### src/rtl/prog_loader_if.sv
// rtl/prog_loader_if.sv - host stream and core-array program write bus for prog_loader
interface prog_loader_if #(
  parameter int N_CORES = 4
);
  localparam int CW = (N_CORES > 1) ? $clog2(N_CORES) : 1;

  logic          in_valid;
  logic [15:0]   in_data;
  logic          in_ready;
  logic          wr_en;
  logic [CW-1:0] wr_core;
  logic [3:0]    wr_addr;
  logic [15:0]   wr_data;
  logic          len_we;
  logic [3:0]    len_data;
  logic          core_rst;
  logic          running;
  logic          err;

  // master = host side driving the stream and observing the array writes
  modport master (
    output in_valid, in_data,
    input  in_ready, wr_en, wr_core, wr_addr, wr_data,
    input  len_we, len_data, core_rst, running, err
  );

  modport slave (
    input  in_valid, in_data,
    output in_ready, wr_en, wr_core, wr_addr, wr_data,
    output len_we, len_data, core_rst, running, err
  );
endinterface

### src/rtl/prog_loader.sv
// rtl/prog_loader.sv - streams programs into per-core stores and sequences core reset
module prog_loader #(
  parameter int N_CORES = 4,
  parameter int MAX_LEN = 15
) (
  input  logic        clk,
  input  logic        rst_n,
  prog_loader_if.slave bus
);
  localparam int CW = (N_CORES > 1) ? $clog2(N_CORES) : 1;
  localparam logic [15:0] NOP_WORD  = 16'h7FFF;
  localparam logic [15:0] SYNC_WORD = 16'hE000;

  typedef enum logic [2:0] {
    S_CLEAR,
    S_HDR,
    S_DATA,
    S_RUN,
    S_ERR
  } state_t;

  state_t        state_q;
  logic [CW-1:0] core_q;
  logic [3:0]    addr_q;
  logic [3:0]    len_q;

  logic          in_ready_q;
  logic          wr_en_q;
  logic [CW-1:0] wr_core_q;
  logic [3:0]    wr_addr_q;
  logic [15:0]   wr_data_q;
  logic          len_we_q;
  logic [3:0]    len_data_q;
  logic          core_rst_q;
  logic          running_q;
  logic          err_q;

  logic       acc;
  logic [3:0] hdr_cmd;
  logic [7:0] hdr_idx;
  logic [3:0] hdr_len;
  logic       is_sync;
  logic       load_ok;

  assign acc     = bus.in_valid & in_ready_q;
  assign hdr_cmd = bus.in_data[15:12];
  assign hdr_idx = bus.in_data[11:4];
  assign hdr_len = bus.in_data[3:0];
  assign is_sync = (bus.in_data == SYNC_WORD);
  assign load_ok = (hdr_cmd == 4'hA) && ({1'b0, hdr_idx} < 9'(N_CORES)) &&
                   (hdr_len != 4'd0) && (hdr_len <= 4'(MAX_LEN));

  always_ff @(posedge clk or negedge rst_n) begin
    if (!rst_n) begin
      state_q    <= S_CLEAR;
      core_q     <= '0;
      addr_q     <= '0;
      len_q      <= '0;
      in_ready_q <= 1'b0;
      wr_en_q    <= 1'b0;
      wr_core_q  <= '0;
      wr_addr_q  <= '0;
      wr_data_q  <= '0;
      len_we_q   <= 1'b0;
      len_data_q <= '0;
      core_rst_q <= 1'b1;
      running_q  <= 1'b0;
      err_q      <= 1'b0;
    end else begin
      wr_en_q  <= 1'b0;
      len_we_q <= 1'b0;
      case (state_q)
        S_CLEAR: begin
          // one NOP per cycle; pLength is reset alongside slot 0 of each core
          wr_en_q    <= 1'b1;
          wr_core_q  <= core_q;
          wr_addr_q  <= addr_q;
          wr_data_q  <= NOP_WORD;
          len_we_q   <= (addr_q == 4'd0);
          len_data_q <= 4'd1;
          if (addr_q == 4'(MAX_LEN - 1)) begin
            addr_q <= '0;
            if (core_q == CW'(N_CORES - 1)) begin
              core_q     <= '0;
              state_q    <= S_HDR;
              in_ready_q <= 1'b1;
            end else begin
              core_q <= core_q + CW'(1);
            end
          end else begin
            addr_q <= addr_q + 4'd1;
          end
        end
        S_HDR: begin
          if (acc) begin
            if (is_sync) begin
              state_q <= S_HDR;
            end else if (hdr_cmd == 4'hF) begin
              state_q    <= S_RUN;
              core_rst_q <= 1'b0;
              running_q  <= 1'b1;
            end else if (load_ok) begin
              len_we_q   <= 1'b1;
              wr_core_q  <= hdr_idx[CW-1:0];
              len_data_q <= hdr_len;
              core_q     <= hdr_idx[CW-1:0];
              len_q      <= hdr_len;
              addr_q     <= '0;
              state_q    <= S_DATA;
            end else begin
              state_q <= S_ERR;
              err_q   <= 1'b1;
            end
          end
        end
        S_DATA: begin
          // payload is written verbatim; command patterns carry no meaning here
          if (acc) begin
            wr_en_q   <= 1'b1;
            wr_core_q <= core_q;
            wr_addr_q <= addr_q;
            wr_data_q <= bus.in_data;
            if (addr_q == len_q - 4'd1) begin
              addr_q  <= '0;
              state_q <= S_HDR;
            end else begin
              addr_q <= addr_q + 4'd1;
            end
          end
        end
        S_RUN: begin
          if (acc && is_sync) begin
            state_q    <= S_CLEAR;
            core_rst_q <= 1'b1;
            running_q  <= 1'b0;
            in_ready_q <= 1'b0;
            core_q     <= '0;
            addr_q     <= '0;
          end
        end
        S_ERR: begin
          if (acc && is_sync) begin
            state_q <= S_HDR;
            err_q   <= 1'b0;
          end
        end
        default: begin
          state_q <= S_CLEAR;
        end
      endcase
    end
  end

  assign bus.in_ready = in_ready_q;
  assign bus.wr_en    = wr_en_q;
  assign bus.wr_core  = wr_core_q;
  assign bus.wr_addr  = wr_addr_q;
  assign bus.wr_data  = wr_data_q;
  assign bus.len_we   = len_we_q;
  assign bus.len_data = len_data_q;
  assign bus.core_rst = core_rst_q;
  assign bus.running  = running_q;
  assign bus.err      = err_q;
endmodule

### src/flat_wrapper.sv
// flat-port wrapper written by rule: the top's interface ports become plain ports
module prog_loader_flat 
#(
  parameter int N_CORES = 4,
  parameter int MAX_LEN = 15
)
  (clk, rst_n, bus_in_valid, bus_in_data, bus_in_ready, bus_wr_en, bus_wr_core, bus_wr_addr, bus_wr_data, bus_len_we, bus_len_data, bus_core_rst, bus_running, bus_err);
  prog_loader_if #(.N_CORES(N_CORES)) bus_i ();
  input  logic clk;
  input  logic rst_n;
  input wire logic [$bits(bus_i.in_valid)-1:0] bus_in_valid;
  input wire logic [$bits(bus_i.in_data)-1:0] bus_in_data;
  output wire logic [$bits(bus_i.in_ready)-1:0] bus_in_ready;
  output wire logic [$bits(bus_i.wr_en)-1:0] bus_wr_en;
  output wire logic [$bits(bus_i.wr_core)-1:0] bus_wr_core;
  output wire logic [$bits(bus_i.wr_addr)-1:0] bus_wr_addr;
  output wire logic [$bits(bus_i.wr_data)-1:0] bus_wr_data;
  output wire logic [$bits(bus_i.len_we)-1:0] bus_len_we;
  output wire logic [$bits(bus_i.len_data)-1:0] bus_len_data;
  output wire logic [$bits(bus_i.core_rst)-1:0] bus_core_rst;
  output wire logic [$bits(bus_i.running)-1:0] bus_running;
  output wire logic [$bits(bus_i.err)-1:0] bus_err;
  assign bus_i.in_valid = bus_in_valid;
  assign bus_i.in_data = bus_in_data;
  assign bus_in_ready = bus_i.in_ready;
  assign bus_wr_en = bus_i.wr_en;
  assign bus_wr_core = bus_i.wr_core;
  assign bus_wr_addr = bus_i.wr_addr;
  assign bus_wr_data = bus_i.wr_data;
  assign bus_len_we = bus_i.len_we;
  assign bus_len_data = bus_i.len_data;
  assign bus_core_rst = bus_i.core_rst;
  assign bus_running = bus_i.running;
  assign bus_err = bus_i.err;
  prog_loader #(.N_CORES(N_CORES), .MAX_LEN(MAX_LEN)) u_core (.clk(clk), .rst_n(rst_n), .bus(bus_i));
endmodule
### config.mk
export PLATFORM = sky130hd
export DESIGN_NAME = prog_loader_flat
export DESIGN_NICKNAME = d
export VERILOG_FILES = /design/src/rtl/prog_loader_if.sv /design/src/rtl/prog_loader.sv /design/src/flat_wrapper.sv
export SDC_FILE = /design/constraint.sdc
export NUM_CORES = 1
export LEC_CHECK = 0
export ABC_AREA = 1
export CORE_MARGIN = 1
export CORE_UTILIZATION = 35
export DETAILED_ROUTE_END_ITERATION = 16
export PLACE_DENSITY = 0.66
export SYNTH_ARGS = -nofsm -noshare
export SYNTH_HDL_FRONTEND = slang
export SYNTH_SLANG_ARGS = --single-unit
### constraint.sdc
create_clock -name clk -period 1.96 [get_ports clk]
set_input_delay 0.294 -clock clk [delete_from_list [all_inputs] [get_ports clk]]
set_output_delay 0.294 -clock clk [all_outputs]
set_load 0.02 [all_outputs]
== Word-level counts from Yosys, hierarchy flattened ==
Index checks and enable logic that the tools add are counted.

* Register bits: 45
* Bits in latches: 0
* Bits in writable memories: 0
* Bits in read-only memories: 0
* Input bits: 19
* Output and inout port bits: 32
* Memories kept: 0

* Add/sub/neg operators: 3
* Multiply operators: 0
* Divide/modulo/power cells: 0
* Order comparisons: 2
* Eq/ne operators: 22
* Shift-type cells: 0
* Multiplexer cells: 64
* Bitwise logic cells: 3
* Reductions and logical operators: 25

{| class="wikitable"
|+ Operators by type and width
! kind !! count
|-
| two-way mux 4 bit || 13
|-
| one-hot mux 16 bit (2 select lines) || 1
|-
| two-way mux 3 bit || 10
|-
| AND reduction 7 bit || 3
|-
| two-way mux 1 bit || 19
|-
| != test 2 x 1 -> 1 bit, second input constant || 9
|-
| == test 16 bit, second input constant || 1
|-
| two-way mux 16 bit || 1
|-
| two-way mux 2 bit || 8
|-
| one-hot mux 4 bit (2 select lines) || 2
|-
| one-hot mux 4 bit (4 select lines) || 1
|-
| one-hot mux 3 bit (5 select lines) || 1
|-
| AND reduction 5 bit || 3
|-
| == test 4 bit, second input constant || 3
|-
| one-hot mux 1 bit (2 select lines) || 6
|-
| one-hot mux 2 bit (3 select lines) || 2
|-
| AND reduction 6 bit || 2
|-
| nonzero test 2 bit || 5
|-
| less-than comparator 8 x 3 -> 1 bit, second input constant || 1
|-
| nonzero test 4 bit || 2
|-
| == test 3 x 2 -> 1 bit, second input constant || 2
|-
| != test 2 bit, second input constant || 3
|-
| nonzero test 3 bit || 2
|-
| adder 4 x 1 -> 4 bit, second input constant || 1
|-
| other kinds (14) || 18
|}

== Logic depth before layout (Yosys ltp) ==
Gate-level depths: netlist of the first run.

* Depth after elaboration: 9
* Depth in mapped cells: 12

== Least setup slack after synthesis of the first run ==
OpenSTA, ideal clock, no wires.

* Path kind: reg-to-reg
* From: register u_core.addr_q[0]
* To: register u_core.core_q[0]
* Arrival: 1.400 ns
* Data required time: 1.843 ns
* Setup slack: 0.443 ns
* Stages on the path, launching flop included: 9
* Path buffers: 0
* Cells stage by stage: dfrtp_1 > inv_1 > ha_1 > nand3_1 > and2_1 > nor2_1 > nand4_1 > nand2_1 > nand2_1

* Cells in the longest elaborated chain, start to end: 3

{| class="wikitable"
|+ RTL lines
! what !! RTL line !! source
|-
| from (decl) || prog_loader.sv:24 || <nowiki>logic [3:0] addr_q;</nowiki>
|-
| from (signal assigned) || prog_loader.sv:91 || <nowiki>addr_q <= addr_q + 4'd1;</nowiki>
|-
| from (signal assigned) || prog_loader.sv:127 || <nowiki>addr_q <= addr_q + 4'd1;</nowiki>
|-
| == test 4 bit || prog_loader.sv:81 || <nowiki>if (addr_q == 4'(MAX_LEN - 1)) begin</nowiki>
|-
| != test 2 x 1 -> 1 bit (no source line) || -- ||
|-
| AND reduction 7 bit (no source line) || -- ||
|-
| to (signal assigned) || prog_loader.sv:88 || <nowiki>core_q <= core_q + CW'(1);</nowiki>
|-
| to (signal assigned) || prog_loader.sv:106 || <nowiki>core_q <= hdr_idx[CW-1:0];</nowiki>
|-
| to (decl) || prog_loader.sv:23 || <nowiki>logic [CW-1:0] core_q;</nowiki>
|}

Every way passes these cells.
A chain may end at the register's enable or synchronous reset.

== Final worst setup path of the first run ==
* From: register u_core.core_rst_q (netlist: u_core.bus.core_rst)
* To: output bus_core_rst

{| class="wikitable"
|+ RTL lines
! what !! RTL line !! source
|-
| from (decl) || prog_loader.sv:34 || <nowiki>logic core_rst_q;</nowiki>
|-
| from (signal assigned) || prog_loader.sv:66 || <nowiki>core_rst_q <= 1'b1;</nowiki>
|-
| from (signal assigned) || prog_loader.sv:100 || <nowiki>core_rst_q <= 1'b0;</nowiki>
|-
| from (signal assigned) || prog_loader.sv:134 || <nowiki>core_rst_q <= 1'b1;</nowiki>
|-
| to (decl) || flat_wrapper.sv:20 || <nowiki>output wire logic [$bits(bus_i.core_rst)-1:0] bus_core_rst;</nowiki>
|}

No word-level cell between the ends.

==> results of run 1 <==
metrics by stage:
| stage | util | std cells | setup WS, ns | hold slack [ns] |
|---|---|---|---|---|
| CTS | 0.474 | 473 | 0.206 | 0.0870 |
| global route | 0.474 | 473 | 0.114 | 0.118 |
| floorplan | - | 331 | 0.443 | -0.00159 |
| detailed placement | 0.457 | 465 | 0.0163 | 0.430 |
| finish | 0.474 | 473 | 0.218 | 0.0549 |
| global placement | 0.457 | 465 | 0.0631 | 0.423 |
worst max path at each step:
stage                                          to  slack (ns)                             from
floorplan            u_core.core_q[0]$_DFFE_PN0P_        0.44     u_core.addr_q[0]$_DFFE_PN0P_
global placement       u_core.bus.err$_DFFE_PN0P_        0.06                  bus_in_data[15]
detailed placement   u_core.addr_q[0]$_DFFE_PN0P_        0.02                  bus_in_data[13]
CTS                                  bus_core_rst        0.21  u_core.bus.core_rst$_DFFE_PN1P_
global route        u_core.state_q[1]$_DFFE_PN0P_        0.11      u_core.len_q[0]$_DFFE_PN0P_
finish                               bus_core_rst        0.22  u_core.bus.core_rst$_DFFE_PN1P_
flip-flops by register name, summed over array words and instances, names as in the netlist:
name and flops:
u_core.bus.wr_core 2, u_core.bus.wr_data 16, u_core.bus.wr_en 1, u_core.addr_q 4, u_core.bus.core_rst 1, u_core.state_q 3
u_core.bus.wr_addr 4, u_core.bus.len_we 1, u_core.core_q 2, u_core.len_q 4, u_core.bus.running 1, u_core.bus.in_ready 1
u_core.bus.len_data 4, u_core.bus.err 1
report_power, final:
group          switching (mW)  internal [mW]  total, mW
clock                   0.352          0.389      0.741
combinational            1.20          0.806       2.00
sequential              0.181           1.18       1.36
layout make-up:
cell class              count  share of cell area
repair buffers             61               0.184
clock buffers               5              0.0215
well taps                  80              0.0313
inverters                  37              0.0434
clock inverters             3              0.0148
flip-flops and latches     45               0.352
multi-input cells         242               0.352
cell usage after synthesis (all sizes together):
cell	number	area, um2
xor2	3	26.3
dfstp	1	26.3
a31oi	6	37.5
buf	7	50.1
nand4	5	31.3
ha	5	62.6
and2	1	6.26
a21oi	18	93.8
nand2	93	357
inv	37	139
nor3	1	5.00
dfrtp	44	1100
o31ai	5	37.5
o21ai	15	86.3
nor2	62	240
nand3	28	145
logic make-up (layout without fill, tap and decap cells):
family / count (synthesis) / count (layout) / share of synthesized area
and+or+nand+nor: 190 / 190 / 0.321
DFF: 45 / 45 / 0.461
AOI/OAI and AO/OA: 44 / 44 / 0.104
buffers and inverters: 44 / 106 / 0.0773
adders and majority gates: 5 / 5 / 0.0256
xor gates and xnor gates: 3 / 3 / 0.0107
metal layers:
layer	GRT usage	share of wire	vias to the layer above
li1	-	-	1176
met4	0.0318	0.0073	0
met1	0.223	0.47	1097
met2	0.285	0.48	50
met5	0	0	-
met3	0.0356	0.047	5
==> reports/summary.txt, run 1 <==
Status = complete, no violations
Clock Pin Slew Worst Setup and Hold Paths = 0.09 ns
Clk buf depth = 2
PD cells = 1280 mW/mm2
Slew margin rel. = 0.620
Cell area after synthesis = 0.00244 mm2
Crit Reg-Reg Startpoint = u_core.len_q[0]$_DFFE_PN0P_
Rows = 30
Area of the multi-input gates = 0.00113 mm2
Grt total ovfl = 0
First-pass DRT Iterations = 4
Lkg Pwr = 1.51 nW
Flops & latches, synth = 45
Fin crit share = 0.889
CP Depth = 1
Routed wire per std cell = 12.2 um
Vias = 2,328
Layout cell share with drive strength beyond 1 = 0.0789
Largest net degree at the start of global routing = 46
Post-Synthesis Mean Instance Area = 7.39 um2
Fin. Hold Viols = 0
Initial DRC Count = 123
CP Class = register to primary output
Postcts setup bufs = 0
Final wirelength = 5790 um
Setup Skew = 0.00691 ns
CP Cell Sequence = clkdlybuf4s50_1
WP buf/inv = 1
Worst EP arrival = 1.45 ns
Clock Tree Root = clkbuf_8
Flip-flop and latch area = 0.00113 mm2
Most common cell after layout, fill and taps aside = nand2_1
Gpl congestion = 0.869
Initial antenna violation count = 0
Inserted Clock Buffers = 5
Area Overhead vs Synth = 31.0%
Max Slew Vio Count = 0
Max H-tree Level = 2
First-pass GRT wire length = 9800 um
Routed Antenna Nets = 0
Ant. Diodes = 0
CP Launch Type = register
RSZ-0062 raised after global routing = false
Clk_lat worst skew = 0.31 ns
Die outline height = 85.6 um
HPWL after DPL = 4410 um
Least-Margin Pin Slew = 0.570 ns
R2R Setup Slk = 0.29 ns
Vias in the first global route = 2,150
GRT Total Usage = 0.168
Synth warn = 0
Post-DP Area = 0.00309 mm2
R2r endpoint = u_core.state_q[1]$_DFFE_PN0P_
IO Count = 51
DRC viols = 0
Final setup TNS = 0 ns
Core ar. = 0.00676 mm2
Min-Delay Path Class = input pin to async pin
CP delay by family, top = buffers and inverters
Worst path slowest cell = clkdlybuf4s50_1
Input/output buffers = 50
Maximum vdd ir drop = 0.821 mV
Seq/Total Area, Yosys = 0.461
Clock Sinks = 45
Synth Instances = 331
CP max stage delay = 0.61 ns
Synth cell types = 25
Die width = 85.6 um
Die area = 0.00732 mm2
CTS resizes = 0
Starting Density = 0.362
Routed vias/inst = 4.92
Post-synth net total = 355
Overall power = 4.10 mW
Final setup vio count = 0
Layout net count = 416
Worst R2R Path Depth = 10
FILL cells = 660
Most frequent cells in the layout = 90 x nand2_1, 59 x nor2_1, 49 x clkdlybuf4s50_1
CTS tree = done
Number of max-cap violations = 0
Post-route cell area = 0.00320 mm2
Min Tclk post-route = 1.74 ns
Hold buffer count at cts = 0
Crit-path max FO = 2
Critical Path End Type = primary output
Achievable Freq = 574 MHz
Worst EP required = 1.67 ns
Note: power is estimated with default switching activity, not from simulation.
==> run 2, diff against run 1 <==
clock period = 1.89 ns   (was 1.96 ns; I/O delays follow)
==> reports/summary.txt, run 2 (synthesis results as in run 1) <==
Area of the multi-input gates = 0.00113 mm2 (unchanged)
Routed wire per std cell = 12.0 um (was 12.2 um)
Routed Antenna Nets = 0 (unchanged)
CP Launch Type = register (unchanged)
First-pass DRT Iterations = 4 (unchanged)
Die area = 0.00732 mm2 (unchanged)
Most common cell after layout, fill and taps aside = nand2_1 (unchanged)
HPWL after DPL = 4460 um (was 4410 um)
DRC viols = 0 (unchanged)
Most frequent cells in the layout = 90 x nand2_1, 59 x nor2_1, 49 x clkdlybuf4s50_1 (unchanged)
Starting Density = 0.362 (unchanged)
Clock Sinks = 45 (unchanged)
Clock Tree Root = clkbuf_8 (unchanged)
Ant. Diodes = 0 (unchanged)
Max Slew Vio Count = 0 (unchanged)
Fin. Hold Viols = 0 (unchanged)
Clk buf depth = 2 (unchanged)
Grt total ovfl = 0 (unchanged)
Routed vias/inst = 4.76 (was 4.92)
Status = complete, no violations (unchanged)
WP buf/inv = 1 (unchanged)
CTS tree = done (unchanged)
Worst setup margin = 0.169 ns (was 0.218 ns)
IO Count = 51 (unchanged)
Maximum vdd ir drop = 0.709 mV (was 0.821 mV)
CP delay by family, top = buffers and inverters (unchanged)
Worst path slowest cell = clkdlybuf4s50_1 (unchanged)
First-pass GRT wire length = 10,100 um (was 9800 um)
Achievable Freq = 581 MHz
Setup Skew = 0.0111 ns (was 0.00691 ns)
Initial DRC Count = 104 (was 123)
Critical Path End Type = primary output (unchanged)
Number of max-cap violations = 0 (unchanged)
Min Tclk post-route = 1.72 ns
CP Class = register to primary output (unchanged)
Core ar. = 0.00676 mm2 (unchanged)
Flip-flop and latch area = 0.00113 mm2 (unchanged)
Clock Pin Slew Worst Setup and Hold Paths = 0.09 ns (about the same)
Clk_lat worst skew = 0.31 ns (about the same)
RSZ-0062 raised after global routing = false (unchanged)
Worst EP arrival = 1.44 ns (was 1.45 ns)
GRT Total Usage = 0.173 (was 0.168)
FILL cells = 670 (was 660)
Post-Place Setup Slack = -0.0363 ns (was 0.0163 ns)
R2r endpoint = u_core.state_q[1]$_DFFE_PN0P_ (unchanged)
PD cells = 1310 mW/mm2 (was 1280 mW/mm2)
Input/output buffers = 50 (unchanged)
Crit Reg-Reg Startpoint = u_core.len_q[0]$_DFFE_PN0P_ (unchanged)
WHS Endpoint = u_core.bus.core_rst$_DFFE_PN1P_
Min-Delay Path Class = register to register (was input pin to async pin)
R2R Setup Slk = 0.26 ns (was 0.29 ns)
Worst EP required = 1.61 ns (was 1.67 ns)
CP Cell Sequence = clkdlybuf4s50_1 (unchanged)
Max reg flops = 16 (unchanged)
Final setup vio count = 0 (unchanged)
Final wirelength = 5770 um (was 5790 um)
Rows = 30 (unchanged)
Max H-tree Level = 2 (unchanged)
Area Overhead vs Synth = 33.7% (was 31.0%)
CTS resizes = 0 (unchanged)
Fin crit share = 0.911
Hold Crit Start = u_core.bus.core_rst$_DFFE_PN1P_
Slew margin rel. = 0.629 (was 0.620)
Worst hold margin = 0.475 ns (was 0.0549 ns)
Inserted Clock Buffers = 5 (unchanged)
Layout Utilization = 0.484 (was 0.474)
Layout net count = 423 (was 416)
Die outline height = 85.6 um (unchanged)
Crit-path max FO = 2 (unchanged)
Worst R2R Path Depth = 10 (unchanged)
Initial antenna violation count = 0 (unchanged)
Die width = 85.6 um (unchanged)
Lkg Pwr = 1.54 nW (was 1.51 nW)
Least-Margin Pin Slew = 0.557 ns (was 0.570 ns)
Largest net degree at the start of global routing = 32 (was 46)
Vias in the first global route = 2,214 (was 2,150)
Hold Path Cell Cnt = 2
Gpl congestion = 0.940 (was 0.869)
CP max stage delay = 0.59 ns (was 0.61 ns)
Vias = 2,284 (was 2,328)
Layout cell share with drive strength beyond 1 = 0.0925 (was 0.0789)
==> run 2: cell count changes in the layout (fill, tap and decap cells not counted) <==
| cell | previous run | this run |
|---|---|---|
| buf_12 | 1 | 2 |
| buf_4 | 10 | 15 |
| dlygate4sd3_1 | 0 | 1 |
==> run 2: timing repair <==
action,CTS,global route
hold endpoints to repair,22,0
buffers inserted,0,0
hold buffers,1,0
==> run 2: power breakdown <==
part	switching, mW	internal, mW	total, mW
Clock	0.365	0.404	0.769
Sequential	0.186	1.22	1.41
Combinational	1.25	0.876	2.12
==> run 2: worst max path at each step <==
stage	from	end	slack, ns	cells past startpoint
final	u_core.bus.core_rst$_DFFE_PN1P_	bus_core_rst	0.17	1
after global routing	u_core.len_q[0]$_DFFE_PN0P_	u_core.state_q[1]$_DFFE_PN0P_	0.05	10
after CTS	u_core.bus.core_rst$_DFFE_PN1P_	bus_core_rst	0.16	1
after detailed placement	bus_in_data[3]	u_core.addr_q[0]$_DFFE_PN0P_	-0.04	10
after global placement	bus_in_data[3]	u_core.bus.err$_DFFE_PN0P_	0.008	9
after floorplan	u_core.addr_q[0]$_DFFE_PN0P_	u_core.core_q[0]$_DFFE_PN0P_	0.37	8
==> run 2: through the flow <==
stage               instances  instance area (um2)  total power [mW]  setup TNS [ns]
floorplan                 331                 2440              2.77               0
global placement          471                 3140              3.53               0
detailed placement        471                 3140              3.55          -0.106
CTS                       480                 3270              4.33               0
global route              480                 3270              4.66               0
finish                    480                 3270              4.30               0
==> run 2: area by class of cell <==
cell class	count	share of cell area
Multi-Input combinational cell	242	0.345
Sequential cell	45	0.345
Clock inverter	3	0.0145
Timing Repair Buffer	68	0.201
Tap cell	80	0.0306
Clock buffer	5	0.0210
Inverter	37	0.0425
==> run 2: layer usage <==
layer  GRT usage  wire, um  up-vias
li1            -         -     1192
met1       0.225      2700     1036
met2       0.290      2780       47
met3      0.0375       192        9
met4      0.0545       106        0
met5           0         0        -
==> run 3, diff against run 2 <==
PLACE_DENSITY = 0.68   (was 0.66)
==> reports/summary.txt, run 3 (synthesis results as in run 1) <==
Status = complete, no violations (unchanged)
Initial DRC Count = 151 (was 104)
Clock Sinks = 45 (unchanged)
Routed Antenna Nets = 0 (unchanged)
Die width = 85.6 um (unchanged)
Grt total ovfl = 0 (unchanged)
Crit-path max FO = 2 (unchanged)
Inserted Clock Buffers = 5 (unchanged)
Setup Skew = 0.0129 ns (was 0.0111 ns)
Largest net degree at the start of global routing = 42 (was 32)
Lkg Pwr = 1.54 nW (about the same)
Vias = 2,335 (was 2,284)
IO Count = 51 (unchanged)
Worst EP required = 1.61 ns (about the same)
Slew margin rel. = 0.691 (was 0.629)
Worst EP arrival = 1.44 ns (about the same)
Most frequent cells in the layout = 90 x nand2_1, 59 x nor2_1, 49 x clkdlybuf4s50_1 (unchanged)
Crit Reg-Reg Startpoint = u_core.len_q[0]$_DFFE_PN0P_ (unchanged)
Layout cell share with drive strength beyond 1 = 0.0950 (was 0.0925)
First-pass GRT wire length = 10,400 um (was 10,100 um)
Layout net count = 423 (unchanged)
Rows = 30 (unchanged)
Postcts setup bufs = 0 (unchanged)
Cells after DPL = 471 (unchanged)
Routed wire per std cell = 12.5 um (was 12.0 um)
Min Tclk post-route = 1.72 ns (about the same)
First-pass DRT Iterations = 4 (unchanged)
CP Launch Type = register (unchanged)
Most common cell after layout, fill and taps aside = nand2_1 (unchanged)
RSZ-0062 raised after global routing = false (unchanged)
Final setup TNS = 0 ns (unchanged)
Clk_lat worst skew = 0.31 ns (about the same)
CP delay by family, top = buffers and inverters (unchanged)
CP Class = register to primary output (unchanged)
Achievable Freq = 581 MHz (about the same)
Layout Utilization = 0.484 (about the same)
Gpl congestion = 0.892 (was 0.940)
Final wirelength = 5990 um (was 5770 um)
CP Cell Sequence = clkdlybuf4s50_1 (unchanged)
Final setup vio count = 0 (unchanged)
WP buf/inv = 1 (unchanged)
Max reg flops = 16 (unchanged)
Max Slew Vio Count = 0 (unchanged)
Post-Place Setup Slack = -0.00320 ns (was -0.0363 ns)
CTS tree = done (unchanged)
Area of the multi-input gates = 0.00113 mm2 (about the same)
FILL cells = 674 (was 670)
Worst setup margin = 0.168 ns (was 0.169 ns)
Ant. Diodes = 0 (unchanged)
Fin crit share = 0.911 (about the same)
Die area = 0.00732 mm2 (unchanged)
Die outline height = 85.6 um (unchanged)
GRT Total Usage = 0.180 (was 0.173)
Max H-tree Level = 2 (unchanged)
Min-Delay Path Class = input pin to async pin (was register to register)
Core ar. = 0.00676 mm2 (unchanged)
Critical Path End Type = primary output (unchanged)
Initial antenna violation count = 0 (unchanged)
HPWL after DPL = 4570 um (was 4460 um)
Clk buf depth = 2 (unchanged)
Routed vias/inst = 4.86 (was 4.76)
Critical Path Start = u_core.bus.core_rst$_DFFE_PN1P_ (unchanged)
Least-Margin Pin Slew = 0.464 ns (was 0.557 ns)
DRC viols = 0 (unchanged)
PD cells = 1320 mW/mm2 (was 1310 mW/mm2)
Maximum vdd ir drop = 0.675 mV (was 0.709 mV)
Flip-flop and latch area = 0.00113 mm2 (unchanged)
Starting Density = 0.362 (unchanged)
Clock Pin Slew Worst Setup and Hold Paths = 0.09 ns (about the same)
Vias in the first global route = 2,283 (was 2,214)
Number of max-cap violations = 0 (unchanged)
Input/output buffers = 50 (unchanged)
Worst path slowest cell = clkdlybuf4s50_1 (unchanged)
Fin. Hold Viols = 0 (unchanged)
Clock Tree Root = clkbuf_8 (unchanged)
Final cell count without fillers = 480 (unchanged)
Area Overhead vs Synth = 33.9% (was 33.7%)
CP max stage delay = 0.60 ns (was 0.59 ns)
run 3: power by group:
part	switching [mW]	total (mW)	leakage, nW	internal (mW)
clock	0.370	0.774	0.0591	0.404
sequential	0.188	1.41	0.511	1.22
combinational	1.27	2.14	0.974	0.869
total	1.83	4.32	1.54	2.49
run 3: stage by stage:
| stage | hold slack [ns] | total power [mW] | instance area (um2) |
|---|---|---|---|
| 2_1_floorplan | -0.0121 | 2.77 | 2440 |
| 3_3_place_gp | 0.256 | 3.51 | 3140 |
| 3_5_place_dp | 0.265 | 3.56 | 3140 |
| 4_1_cts | 0.465 | 4.34 | 3270 |
| 5_1_grt | 0.506 | 4.68 | 3270 |
| 6_report | 0.448 | 4.32 | 3270 |
run 3: cell type report:
cell class | count | area share
inverter | 37 | 0.0424
sequential | 45 | 0.344
timing repair buffer | 68 | 0.201
clock buffer | 5 | 0.0210
tap | 80 | 0.0306
multi-input combinational | 242 | 0.346
clock inverter | 3 | 0.0145
run 3: what timing repair did:
action / 4_1_cts / 5_1_grt
endpoints found under the hold margin: 17 / 0
endpoints found under the setup margin: 0 / 1
resized for setup: 0 / 1
hold buffers: 1 / 0
run 3: final timing paths:
path / slack (ns) / cells past startpoint / to
setup / recovery: 0.17 / 1 / bus_core_rst
hold / removal: 0.45 / 2 / u_core.bus.wr_data[10]$_DFFE_PN0P_
setup reg to reg: 0.24 / 10 / u_core.state_q[1]$_DFFE_PN0P_
hold reg to reg: 0.47 / 2 / u_core.bus.core_rst$_DFFE_PN1P_
max in group asynchronous: 0.94 / 3 / u_core.bus.wr_addr[2]$_DFFE_PN0P_
min in group clk: 0.47 / 2 / u_core.bus.core_rst$_DFFE_PN1P_
run 3: routing by layer:
layer	vias up	wire length [um]	global-route usage
li1	1191	-	-
met1	1086	2780	0.234
met2	50	2880	0.305
met3	8	244	0.0337
met4	0	95	0.0530
met5	-	0	0
